`src/rtl/elevator_call_scheduler.sv`:
```
// elevator_call_scheduler: SCAN call scheduler that dispatches targets, waits for arrival and holds the door open
module elevator_call_scheduler #(
  parameter int NUM_FLOORS   = 4,
  parameter int FLOOR_W      = 2,
  parameter int DWELL_CYCLES = 50,
  parameter int MOVE_TIMEOUT = 200
) (
  input  logic                  clk,
  input  logic                  reset_n,
  input  logic [NUM_FLOORS-1:0] call_req,
  input  logic [FLOOR_W-1:0]    cur_floor,
  input  logic                  arrived,
  input  logic                  target_ready,
  output logic [FLOOR_W-1:0]    target_floor,
  output logic                  target_valid,
  output logic                  dir_up,
  output logic                  door_req,
  output logic [NUM_FLOORS-1:0] pending,
  output logic                  busy,
  output logic                  fault
);
  localparam int DW = $clog2(DWELL_CYCLES + 1);
  localparam int TW = $clog2(MOVE_TIMEOUT + 1);
  typedef enum logic [2:0] {IDLE, SELECT, DISPATCH, WAIT_ARRIVE, SERVICE} state_t;
  state_t                state_q, state_d;
  logic [NUM_FLOORS-1:0] pending_q, pending_d, clear_mask;
  logic [FLOOR_W-1:0]    target_q, target_d, up_fl, dn_fl;
  logic                  valid_q, valid_d, dir_q, dir_d, door_q, door_d;
  logic                  busy_q, busy_d, fault_q, fault_d;
  logic                  here_hit, up_hit, dn_hit;
  logic [DW-1:0]         dwell_q, dwell_d;
  logic [TW-1:0]         tmo_q, tmo_d;
  // nearest pending floor above and below the cabin, plus a call at the cabin itself
  always_comb begin
    here_hit = 1'b0;
    up_hit   = 1'b0;
    dn_hit   = 1'b0;
    up_fl    = '0;
    dn_fl    = '0;
    for (int i = NUM_FLOORS - 1; i >= 0; i--) begin
      if (pending_q[i] && FLOOR_W'(i) > cur_floor) begin
        up_hit = 1'b1;
        up_fl  = FLOOR_W'(i);
      end
    end
    for (int i = 0; i < NUM_FLOORS; i++) begin
      if (pending_q[i] && FLOOR_W'(i) < cur_floor) begin
        dn_hit = 1'b1;
        dn_fl  = FLOOR_W'(i);
      end
      if (pending_q[i] && FLOOR_W'(i) == cur_floor) here_hit = 1'b1;
    end
  end
  // next-state logic; a floor's call is cleared on the edge that enters SERVICE for it
  always_comb begin
    state_d  = state_q;
    target_d = target_q;
    dir_d    = dir_q;
    fault_d  = fault_q;
    dwell_d  = dwell_q;
    tmo_d    = tmo_q;
    case (state_q)
      IDLE: state_d = |pending_q ? SELECT : IDLE;
      SELECT: begin
        if (here_hit) begin
          state_d  = SERVICE;
          target_d = cur_floor;
          dwell_d  = '0;
        end else if (dir_q ? up_hit : dn_hit) begin
          state_d  = DISPATCH;
          target_d = dir_q ? up_fl : dn_fl;
        end else if (dir_q ? dn_hit : up_hit) begin
          state_d  = DISPATCH;
          dir_d    = ~dir_q;
          target_d = dir_q ? dn_fl : up_fl;
        end else begin
          state_d  = IDLE;
        end
      end
      DISPATCH: begin
        if (target_ready) begin
          state_d = WAIT_ARRIVE;
          tmo_d   = '0;
        end
      end
      WAIT_ARRIVE: begin
        if (arrived && cur_floor == target_q) begin
          state_d = SERVICE;
          dwell_d = '0;
        end else if (tmo_q == TW'(MOVE_TIMEOUT - 1)) begin
          state_d = IDLE;
          fault_d = 1'b1;
        end else begin
          tmo_d   = tmo_q + 1'b1;
        end
      end
      SERVICE: begin
        if (dwell_q == DW'(DWELL_CYCLES - 1)) state_d = |pending_q ? SELECT : IDLE;
        else dwell_d = dwell_q + 1'b1;
      end
      default: state_d = IDLE;
    endcase
    for (int i = 0; i < NUM_FLOORS; i++)
      clear_mask[i] = state_d == SERVICE && state_q != SERVICE && FLOOR_W'(i) == target_d;
    pending_d = (pending_q | call_req) & ~clear_mask;
    valid_d   = state_d == DISPATCH;
    door_d    = state_d == SERVICE;
    busy_d    = state_d != IDLE;
  end
  // state and registered outputs
  always_ff @(posedge clk or negedge reset_n) begin
    if (!reset_n) begin
      state_q   <= IDLE;
      pending_q <= '0;
      target_q  <= '0;
      valid_q   <= 1'b0;
      dir_q     <= 1'b1;
      door_q    <= 1'b0;
      busy_q    <= 1'b0;
      fault_q   <= 1'b0;
      dwell_q   <= '0;
      tmo_q     <= '0;
    end else begin
      state_q   <= state_d;
      pending_q <= pending_d;
      target_q  <= target_d;
      valid_q   <= valid_d;
      dir_q     <= dir_d;
      door_q    <= door_d;
      busy_q    <= busy_d;
      fault_q   <= fault_d;
      dwell_q   <= dwell_d;
      tmo_q     <= tmo_d;
    end
  end
  assign target_floor = target_q;
  assign target_valid = valid_q;
  assign dir_up       = dir_q;
  assign door_req     = door_q;
  assign pending      = pending_q;
  assign busy         = busy_q;
  assign fault        = fault_q;
endmodule

```
`config.mk`:
```
export PLATFORM = sky130hd
export DESIGN_NAME = elevator_call_scheduler
export DESIGN_NICKNAME = d
export VERILOG_FILES = /design/src/rtl/elevator_call_scheduler.sv
export SDC_FILE = /design/constraint.sdc
export NUM_CORES = 1
export LEC_CHECK = 0
export ABC_AREA = 1
export ABC_CLOCK_PERIOD_IN_PS = 3100
export CELL_PAD_IN_SITES_DETAIL_PLACEMENT = 0
export CELL_PAD_IN_SITES_GLOBAL_PLACEMENT = 1
export CORE_UTILIZATION = 44
export DETAILED_ROUTE_END_ITERATION = 8
export PLACE_DENSITY = 0.82
export SLEW_MARGIN = 10
export SYNTH_ARGS = -nofsm -noshare
export SYNTH_HDL_FRONTEND = slang
export SYNTH_SLANG_ARGS = --single-unit
```
`constraint.sdc`:
```
create_clock -name clk -period 3.1 [get_ports clk]
set_input_delay 0.62 -clock clk [delete_from_list [all_inputs] [get_ports clk]]
set_output_delay 0.62 -clock clk [all_outputs]
set_load 0.05 [all_outputs]
```
==> results of run 1 <==
==> worst reg2reg max path, delay by kind of cell (launching register included) <==
kind | cells | cell delay, ps
buffers and inverters | 1 | 60
flip-flops | 1 | 420
AND/OR/NAND/NOR | 9 | 1140
==> sequential cells by signal, summed over array words and instances (netlist names) <==
register	cells
state_q	3
door_req	1
target_valid	1
busy	1
pending	4
dir_up	1
target_floor	2
dwell_q	6
tmo_q	8
fault	1
==> synthesized netlist by cell type, drive strengths merged (2+ instances only) <==
cell type	instances
xor2	5
o21ai	7
nand3b	2
nor2	29
a21oi	7
nor3	5
ha	3
inv	32
buf	2
nand3	23
nand4	7
or2	3
nand2	61
dfrtp	27
nor4	3
==> metal layers <==
metal / routed length (um) / track usage (%) / vias to the layer above
met5: 0 / 0 / -
met4: 69 / 8.97 / 0
met3: 130 / 2.26 / 5
met2: 1640 / 29.9 / 33
met1: 1680 / 24.2 / 665
li1: - / - / 781
==> cell type report <==
class	count	area [sq um]
well taps	48	60.1
fillers	362	1680
multi-input cells	164	930
flip-flops and latches	28	702
inverters	32	125
repair buffers	21	208
clock inverters	1	30.0
clock buffers	3	41.3
==> per-stage QoR <==
step | hold WS, ps | instance area, sq um | total power (uW) | setup WS [ps] | util (%)
after floorplan | 324 | 1780 | 1450 | 1340 | -
after global placement | 479 | 2020 | 1760 | 433 | 53.7
after detailed placement | 488 | 2020 | 1750 | 444 | 53.7
after CTS | 511 | 2100 | 2050 | 723 | 55.6
after global routing | 518 | 2100 | 2180 | 553 | 55.6
final | 498 | 2100 | 2020 | 707 | 55.6
==> worst min-delay path by stage <==
| stage | endpoint | cells past startpoint |
|---|---|---|
| 2_1_floorplan | busy | 0 |
| 3_3_place_gp | fault | 1 |
| 3_5_place_dp | fault | 1 |
| 4_1_cts | fault | 1 |
| 5_1_grt | fault | 1 |
| 6_report | fault | 1 |
==> cells in the final DEF (no fill, tap or decap), types with 2 or more instances in the layout <==
| cell | netlist | layout |
|---|---|---|
| a21oi_1 | 6 | 6 |
| clkbuf_8 | 0 | 3 |
| clkdlybuf4s50_1 | 0 | 20 |
| dfrtp_1 | 27 | 27 |
| ha_1 | 3 | 3 |
| inv_1 | 27 | 27 |
| inv_2 | 3 | 3 |
| inv_4 | 2 | 2 |
| nand2_1 | 52 | 52 |
| nand2_2 | 9 | 9 |
| nand3_1 | 19 | 19 |
| nand3_2 | 3 | 3 |
| nand3b_1 | 2 | 2 |
| nand4_1 | 6 | 6 |
| nor2_1 | 18 | 18 |
| nor2_2 | 6 | 6 |
| nor2_4 | 5 | 5 |
| nor3_1 | 5 | 5 |
| nor4_1 | 2 | 2 |
| o21ai_0 | 5 | 5 |
| or2_2 | 3 | 3 |
| xor2_1 | 5 | 5 |
==> kinds of logic after synthesis <==
family                     count (synthesis)  share of synthesized area (%)
DFF                                       28                           39.5
xor gates and xnor gates                   5                           2.46
buffers and inverters                     34                           8.30
and+or+nand+nor                          134                           39.7
adders and majority gates                  3                           2.11
AOI/OAI and AO/OA                         22                           8.02
==> power breakdown <==
part / total (uW) / internal [uW] / switching, uW / leakage, uW
clock: 285 / 173 / 112 / 0.0000357
sequential: 645 / 504 / 141 / 0.000350
combinational: 1090 / 364 / 726 / 0.000595
total: 2020 / 1040 / 979 / 0.000980
==> flow_summary.toml, run 1 <==
[synth]
synth.ff_latch_count = 28
synth_cells = 226
ys_seq_area_share_pct = 39.5
syn-num-nets = 239
ys_types = 37
synthTopCellsByArea = "dfrtp_1 38%, nand2_1 11%, inv_1 5.7%"
synth_edf_count = 0
yosysTopAreaCellShare_pct = 38.0
syn_area_sq_um = 1780
async_reset_ff_share_pct = 100
syn_area_per_cell_sq_um = 7.87
yosys_warnings = 0
synth_ff_type = "dfrtp_1"
yosys.area.top_type = "dfrtp_1"

[drt]
drt_first_iter_violations = 73
postRouteAntennaNets = 0
drt_wl_total_um = 3520
viasPerCell = 5.00
detail_route.wl_per_cell_um = 11.8
dr.pass1.iters = 4
drc = 0
dr_total_vias = 1484

[finish]
syn2layout_area_growth_pct = 17.8
drive_gt1_share_pct = 17.3
nNetsFinal = 263
finalNonFillerCells = 297
diodes = 0

[critical_path]
path_cells = "clkdlybuf4s50_1 -> inv_1 -> nand2_1 -> nand3_2 -> o21ai_2 -> a21oi_1 -> nor3_1 -> nand4_1"
critPathLaunch = "cur_floor[1]"
start_kind = "primary input"
worst-setup-path-type = "in2reg"
arrival_ps = 2540
slowest_stage = "clkdlybuf4s50_1"
cp.required_ps = 3240
r2r_cells = 10
path_buf_inv = 2
cp-endpoint = "busy"
reg2reg_from = "state_q[0]"
endpoint_kind = "flip-flop"
worstSetupPathDepth = 8
cp_top_family = "buffers and inverters"
rrSetupSlack_ps = 1380
cp_slowest_stage_delay_ps = 770
cp_max_fo = 11
r2r_end = "pending[0]"

[clock_tree]
post-cts-setup-buffer-count = 0
clkSlewWorstSetupHoldPaths_ps = 90
cts_made_buffers = 3
cts.sinks = 28
cts_root_buffer = "clkbuf_8"
clockBufferDepth = 2
cts_resized = 0
cts_tree = "yes"
cts_hold_repair.buffers = 0
clk_latency_ps = 280
cts_max_level = 1

[floorplan]
dieArea_sq_um = 4300
coreArea_sq_um = 3770
initial_core_util_pct = 47.2
row_count = 22
die_h_um = 65.6
die_w_um = 65.6
pin_count = 21

[timing]
finalSetupTns_ps = 0
fmax_mhz = 418
timing.final.crit_share_pct = 77.2
final-max-slew-violation-count = 0
finClkSkew_ps = 5.30
slew_headroom_pct = 64.0
finalSetupViolCount = 0
period_needed_ps = 2390
rsz0062_at_grt = "false"
hold_viol_final = 0
tightestPinTransition_ps = 534

[flow_run]
drv_cap = 0

[place]
hpwl_um = 2760
place_inst = 293
place_congestion = 0.796
port_buffers = 20

[global_route]
grt_max_degree = 29
globalRouteTotalUtil_pct = 18.4
grt_pass1_wl_um = 5970
grt_overflow = 0
grt_pass1_vias = 1376
antenna_found_initial = 0

[pwr]
cellLeakagePower_uw = 0.000980
power_density_nw_per_um2 = 964
vdd_drop_max_mv = 0.420

[hold_path]
hold_path.class = "reg2reg"
hp-start = "fault"

[run_status]
outcome = "completed"
Power figures use the tool's default switching activity.
==> inputs of run 2 (changes only) <==
ABC_CLOCK_PERIOD_IN_PS = 1900   (was 3100)
CORE_UTILIZATION = 37   (was 44)
PLACE_DENSITY = 0.73   (was 0.82)
clock period = 1.9 ns   (was 3.1 ns; I/O delays follow)
==> run 2 against run 1 <==
  * Count of clock-buffer cells in the layout unchanged
  * Die area increased by 18%
  * Clock power grew 64%
  * Flip-flop and latch count is the same
  * First-iteration DRC count up 29%
  * Non-clock buffer count is 23 higher
  * Highest routed layer unchanged
  * Hold slack worse by 21 ps
  * Via count up 4.9%
  * Register-to-register slack lost 1200 ps
==> flow_summary.toml, run 2 (synthesis gave the netlist of run 1 again) <==
[run_status]
outcome = "completed"

[place]
place_congestion = 0.773
dp_slack_ps = -262
place_inst = 319
port_buffers = 20
hpwl_um = 3060

[timing]
tightestPinTransition_ps = 517
period_needed_ps = 1810
rsz0062_at_grt = "false"
holdWs_ps = 477
hold_viol_final = 0
final-max-slew-violation-count = 0
slew_headroom_pct = 65.1
timing.final.crit_share_pct = 95.4
fin_ws_ps = 86.9
finalSetupViolCount = 0
fmax_mhz = 552
finClkSkew_ps = 3.57

[drt]
drt_first_iter_violations = 94
postRouteAntennaNets = 0
dr.pass1.iters = 4
viasPerCell = 4.81
drt_wl_total_um = 3980
detail_route.wl_per_cell_um = 12.3
drc = 0
dr_total_vias = 1557

[finish]
nNetsFinal = 286
regArea_sq_um = 702
largest_reg_flops = 8
syn2layout_area_growth_pct = 33.5
finalNonFillerCells = 324
final_cell_mix = "49 x nand2_1, 29 x buf_4, 27 x inv_1, 27 x dfrtp_1"
multiInputGateArea_sq_um = 1040
nFillCells = 435
diodes = 0
drive_gt1_share_pct = 31.3
largest-register = "tmo_q"
final_common_cell = "nand2_1"

[critical_path]
start_kind = "flip-flop"
path_buf_inv = 1
path_cells = "clkdlybuf4s50_1"
slowest_stage = "clkdlybuf4s50_1"
cp_slowest_stage_delay_ps = 800
worst-setup-path-type = "reg2out"
cp_max_fo = 2
cp.required_ps = 1520
cp_top_family = "buffers and inverters"
arrival_ps = 1430
endpoint_kind = "output pin"

[pwr]
cellLeakagePower_uw = 0.00115
vdd_drop_max_mv = 0.911
pwr-share-seq_pct = 28.6
power_density_nw_per_um2 = 1560
comb_power_share_pct = 58.8
clkPwrFrac_pct = 12.6
internal-power_uw = 1940
switchingPower_uw = 1760
p_sw_share_pct = 47.6

[floorplan]
die_h_um = 71.3
pin_count = 21
die_w_um = 71.3
initial_core_util_pct = 39.8
dieArea_sq_um = 5090
row_count = 24
coreArea_sq_um = 4470

[global_route]
grt_overflow = 0
use_met1_pct = 25.0
grt_max_degree = 29
grt_pass1_wl_um = 6960
grt_use_met3_pct = 3.09
antenna_found_initial = 0
busiest_layer = "met2"
grt_pass1_vias = 1496
globalRouteTotalUtil_pct = 17.2
use_met2_pct = 26.9

[clock_tree]
clockBufferDepth = 2
cts.sinks = 28
cts_hold_repair.buffers = 0
cts_root_buffer = "clkbuf_8"
clk_latency_ps = 270
clkSlewWorstSetupHoldPaths_ps = 90
cts_tree = "yes"
cts_max_level = 1
cts_made_buffers = 3

[flow_run]
drv_cap = 0

[hold_path]
hold_path.class = "in2async"
==> run 2: changes by cell type in the layout (fill, tap and decap cells not counted), sizes merged <==
cell           change
buf               +30
clkdlybuf4s50      -9
dlymetal6s2s       +2
==> run 2: area by class of cell <==
class	instances	share of cell area, %
clock buffer	3	1.74
clock inverter	1	1.26
inverter	32	5.27
multi-input combinational	164	43.6
sequential	28	29.6
tap	52	2.74
timing repair buffer	44	15.8
==> run 2: power by group through the flow <==
stage / Sequential, uW / Combinational (uW) / Clock, uW
after floorplan: 1360 / 1010 / 0
after global placement: 1050 / 2050 / 0
after detailed placement: 1060 / 2060 / 0
after CTS: 1040 / 2070 / 486
after global routing: 1090 / 2410 / 511
final: 1060 / 2170 / 467
==> run 2: repair_timing <==
item                                    CTS  global route
gates resized for setup                   0            26
buffers inserted                          0             1
endpoints found under the setup margin    0            10
==> run 2: metrics by stage <==
step / utilization (%) / instance area, sq um / power, uW / setup TNS [ps]
2_1_floorplan: - / 1780 / 2370 / 0
3_3_place_gp: 48.7 / 2180 / 3100 / -3350
3_5_place_dp: 48.7 / 2180 / 3110 / -3850
4_1_cts: 50.3 / 2250 / 3600 / 0
5_1_grt: 53.1 / 2370 / 4000 / 0
6_report: 53.1 / 2370 / 3700 / 0
==> run 2: final timing paths <==
kind,start,end,slack [ps],cells past startpoint
max,fault,fault,90,1
min,reset_n,tmo_q[7],480,2
max reg2reg,tmo_q[1],tmo_q[3],190,9
min reg2reg,fault,fault,480,1
max in group asynchronous,reset_n,dir_up,1120,2
min in group clk,fault,fault,480,1
==> run 2: metal layers <==
metal / vias up / part of all wire [%]
met5: - / 0
met4: 0 / 0.38
met3: 2 / 1.7
met2: 8 / 49
met1: 716 / 49
li1: 831 / -
==> inputs of run 3 (changes only) <==
ABC_CLOCK_PERIOD_IN_PS = 1750   (was 1900)
CORE_UTILIZATION = 41   (was 37)
PLACE_DENSITY = 0.77   (was 0.73)
clock period = 1.75 ns   (was 1.9 ns; I/O delays follow)
==> run 3 against run 2 <==
  * Hold slack worse by 32 ps
  * Setup slack worse by 42 ps
  * Clock skew is 2.1 ps higher
  * Final area is 2.2% higher
  * Combinational power is 21% higher
  * Die area is 9.5% lower
  * Flip-flop and latch count stayed put
  * Register-to-register slack worse by 140 ps
  * Final cell count is 3.7% higher
  * Largest power group unchanged
  * Critical path depth is 7 higher
  * Routed wire length is 7.6% higher
==> flow_summary.toml, run 3 (synthesis gave the netlist of run 1 again) <==
[run_status]
outcome = "completed"

[finish]
final_cell_mix = "49 x nand2_1, 42 x buf_4, 26 x dfrtp_1, 24 x inv_1, 18 x nand3_1"
nFillCells = 378
nNetsFinal = 300
largest-register = "tmo_q"
finalInstanceArea_sq_um = 2430
drive_gt1_share_pct = 36.7
largest_reg_flops = 8
syn2layout_area_growth_pct = 36.4
diodes = 0
final_common_cell = "nand2_1"
final_util_pct = 59.4
finalNonFillerCells = 336

[drt]
drt_first_iter_violations = 69
dr_total_vias = 1685
drt_wl_total_um = 4280
postRouteAntennaNets = 0
drc = 0
dr.pass1.iters = 4
viasPerCell = 5.01
detail_route.wl_per_cell_um = 12.7

[clock_tree]
cts_max_level = 1
cts.sinks = 28
clkSlewWorstSetupHoldPaths_ps = 100
cts_made_buffers = 3
clockBufferDepth = 2
clk_latency_ps = 280
cts_tree = "yes"
cts_root_buffer = "clkbuf_8"

[critical_path]
cp.required_ps = 1920
path_buf_inv = 2
path_cells = "inv_2 -> nand2_1 -> nor4_4 -> nor2_4 -> nor2_4 -> buf_6 -> o21ai_2 -> nor3b_2"
start_kind = "flip-flop"
worst-setup-path-type = "reg2reg"
arrival_ps = 1870
cp_common_cell = "nor2_4"
cp_top_family = "simple AND/OR/NAND/NOR gates"
cp_max_fo = 8
slowest_stage = "dfrtp_1"
cp_slowest_stage_delay_ps = 410
endpoint_kind = "flip-flop"

[global_route]
grt_pass1_wl_um = 6660
grt_max_degree = 29
antenna_found_initial = 0
grt_pass1_vias = 1460
grt_overflow = 0
globalRouteTotalUtil_pct = 19.6

[timing]
tightestPinTransition_ps = 364
slew_headroom_pct = 75.7
finClkSkew_ps = 5.70
fin_ws_ps = 45.3
hold_viol_final = 0
timing.final.crit_share_pct = 97.4
finalSetupViolCount = 0
final-max-slew-violation-count = 0
period_needed_ps = 1700
fmax_mhz = 587
rsz0062_at_grt = "true"

[floorplan]
die_h_um = 67.9
coreArea_sq_um = 4090
pin_count = 21
dieArea_sq_um = 4610
row_count = 23
die_w_um = 67.9
initial_core_util_pct = 43.5

[place]
port_buffers = 20
place_area_sq_um = 2190
hpwl_um = 3010
dp_slack_ps = -391
place_inst = 316
place_congestion = 0.843

[pwr]
vdd_drop_max_mv = 0.849
cellLeakagePower_uw = 0.00118
power_density_nw_per_um2 = 1710

[flow_run]
drv_cap = 0

[hold_path]
hold_path.class = "in2async"
-- run 3: worst paths after layout --
check | cells after the start | slack, ps | endpoint | from
worst min register to register | 1 | 480 | fault | fault
worst max-delay path | 8 | 50 | tmo_q[2] | tmo_q[5]
min in group clk | 1 | 480 | fault | fault
worst min-delay path | 2 | 440 | dwell_q[0] | reset_n
worst max register to register | 8 | 50 | tmo_q[2] | tmo_q[5]
max in group asynchronous | 2 | 990 | dir_up | reset_n
-- run 3: area by class of cell --
| cell class | instances | area, sq um | area share [%] |
|---|---|---|---|
| clock buffers | 4 | 55.1 | 2.27 |
| repair inverters | 1 | 5.00 | 0.206 |
| flip-flops and latches | 28 | 703 | 29.0 |
| inverters | 32 | 131 | 5.42 |
| repair buffers | 57 | 498 | 20.5 |
| well taps | 50 | 62.6 | 2.58 |
| multi-input cells | 164 | 971 | 40.0 |
-- run 3: what timing repair did --
item | 4_1_cts | 5_1_grt
gates cloned | 0 | 1
pin swaps | 6 | 7
buffers inserted | 3 | 12
hold buffers | 0 | 0
setup endpoints to repair | 15 | 13
gates resized for setup | 4 | 18
-- run 3: power breakdown --
| group | switching, uW | internal (uW) | total, uW | leakage (uW) |
|---|---|---|---|---|
| registers | 243 | 896 | 1140 | 0.000349 |
| logic | 1510 | 1100 | 2620 | 0.000803 |
| clock network | 204 | 202 | 406 | 0.0000288 |
-- run 3: through the flow --
stage	setup TNS, ps	total power, uW	hold WS [ps]
after global routing	-191	4480	486
after CTS	0	3940	454
after detailed placement	-7380	3440	464
after floorplan	0	2570	54.4
after global placement	-7660	3450	460
final	0	4160	445
-- run 3: worst register-to-register path, cell delays in order (launching register included) --
cell and delay [ps]:
dfrtp_1 410, inv_2 90, nand2_1 90, nor4_4 350, nor2_4 80, nor2_4 240, buf_6 140, o21ai_2 50
nor3b_2 150
-- run 3: per-layer routing --
layer	share of wire (%)	wire, um	global-route usage, %	up-vias
met1	45	1920	25.4	775
met2	50	2150	32.9	41
met3	3.0	129	3.00	11
met5	0	0	0	-
li1	-	-	-	858
met4	1.8	75	7.29	0
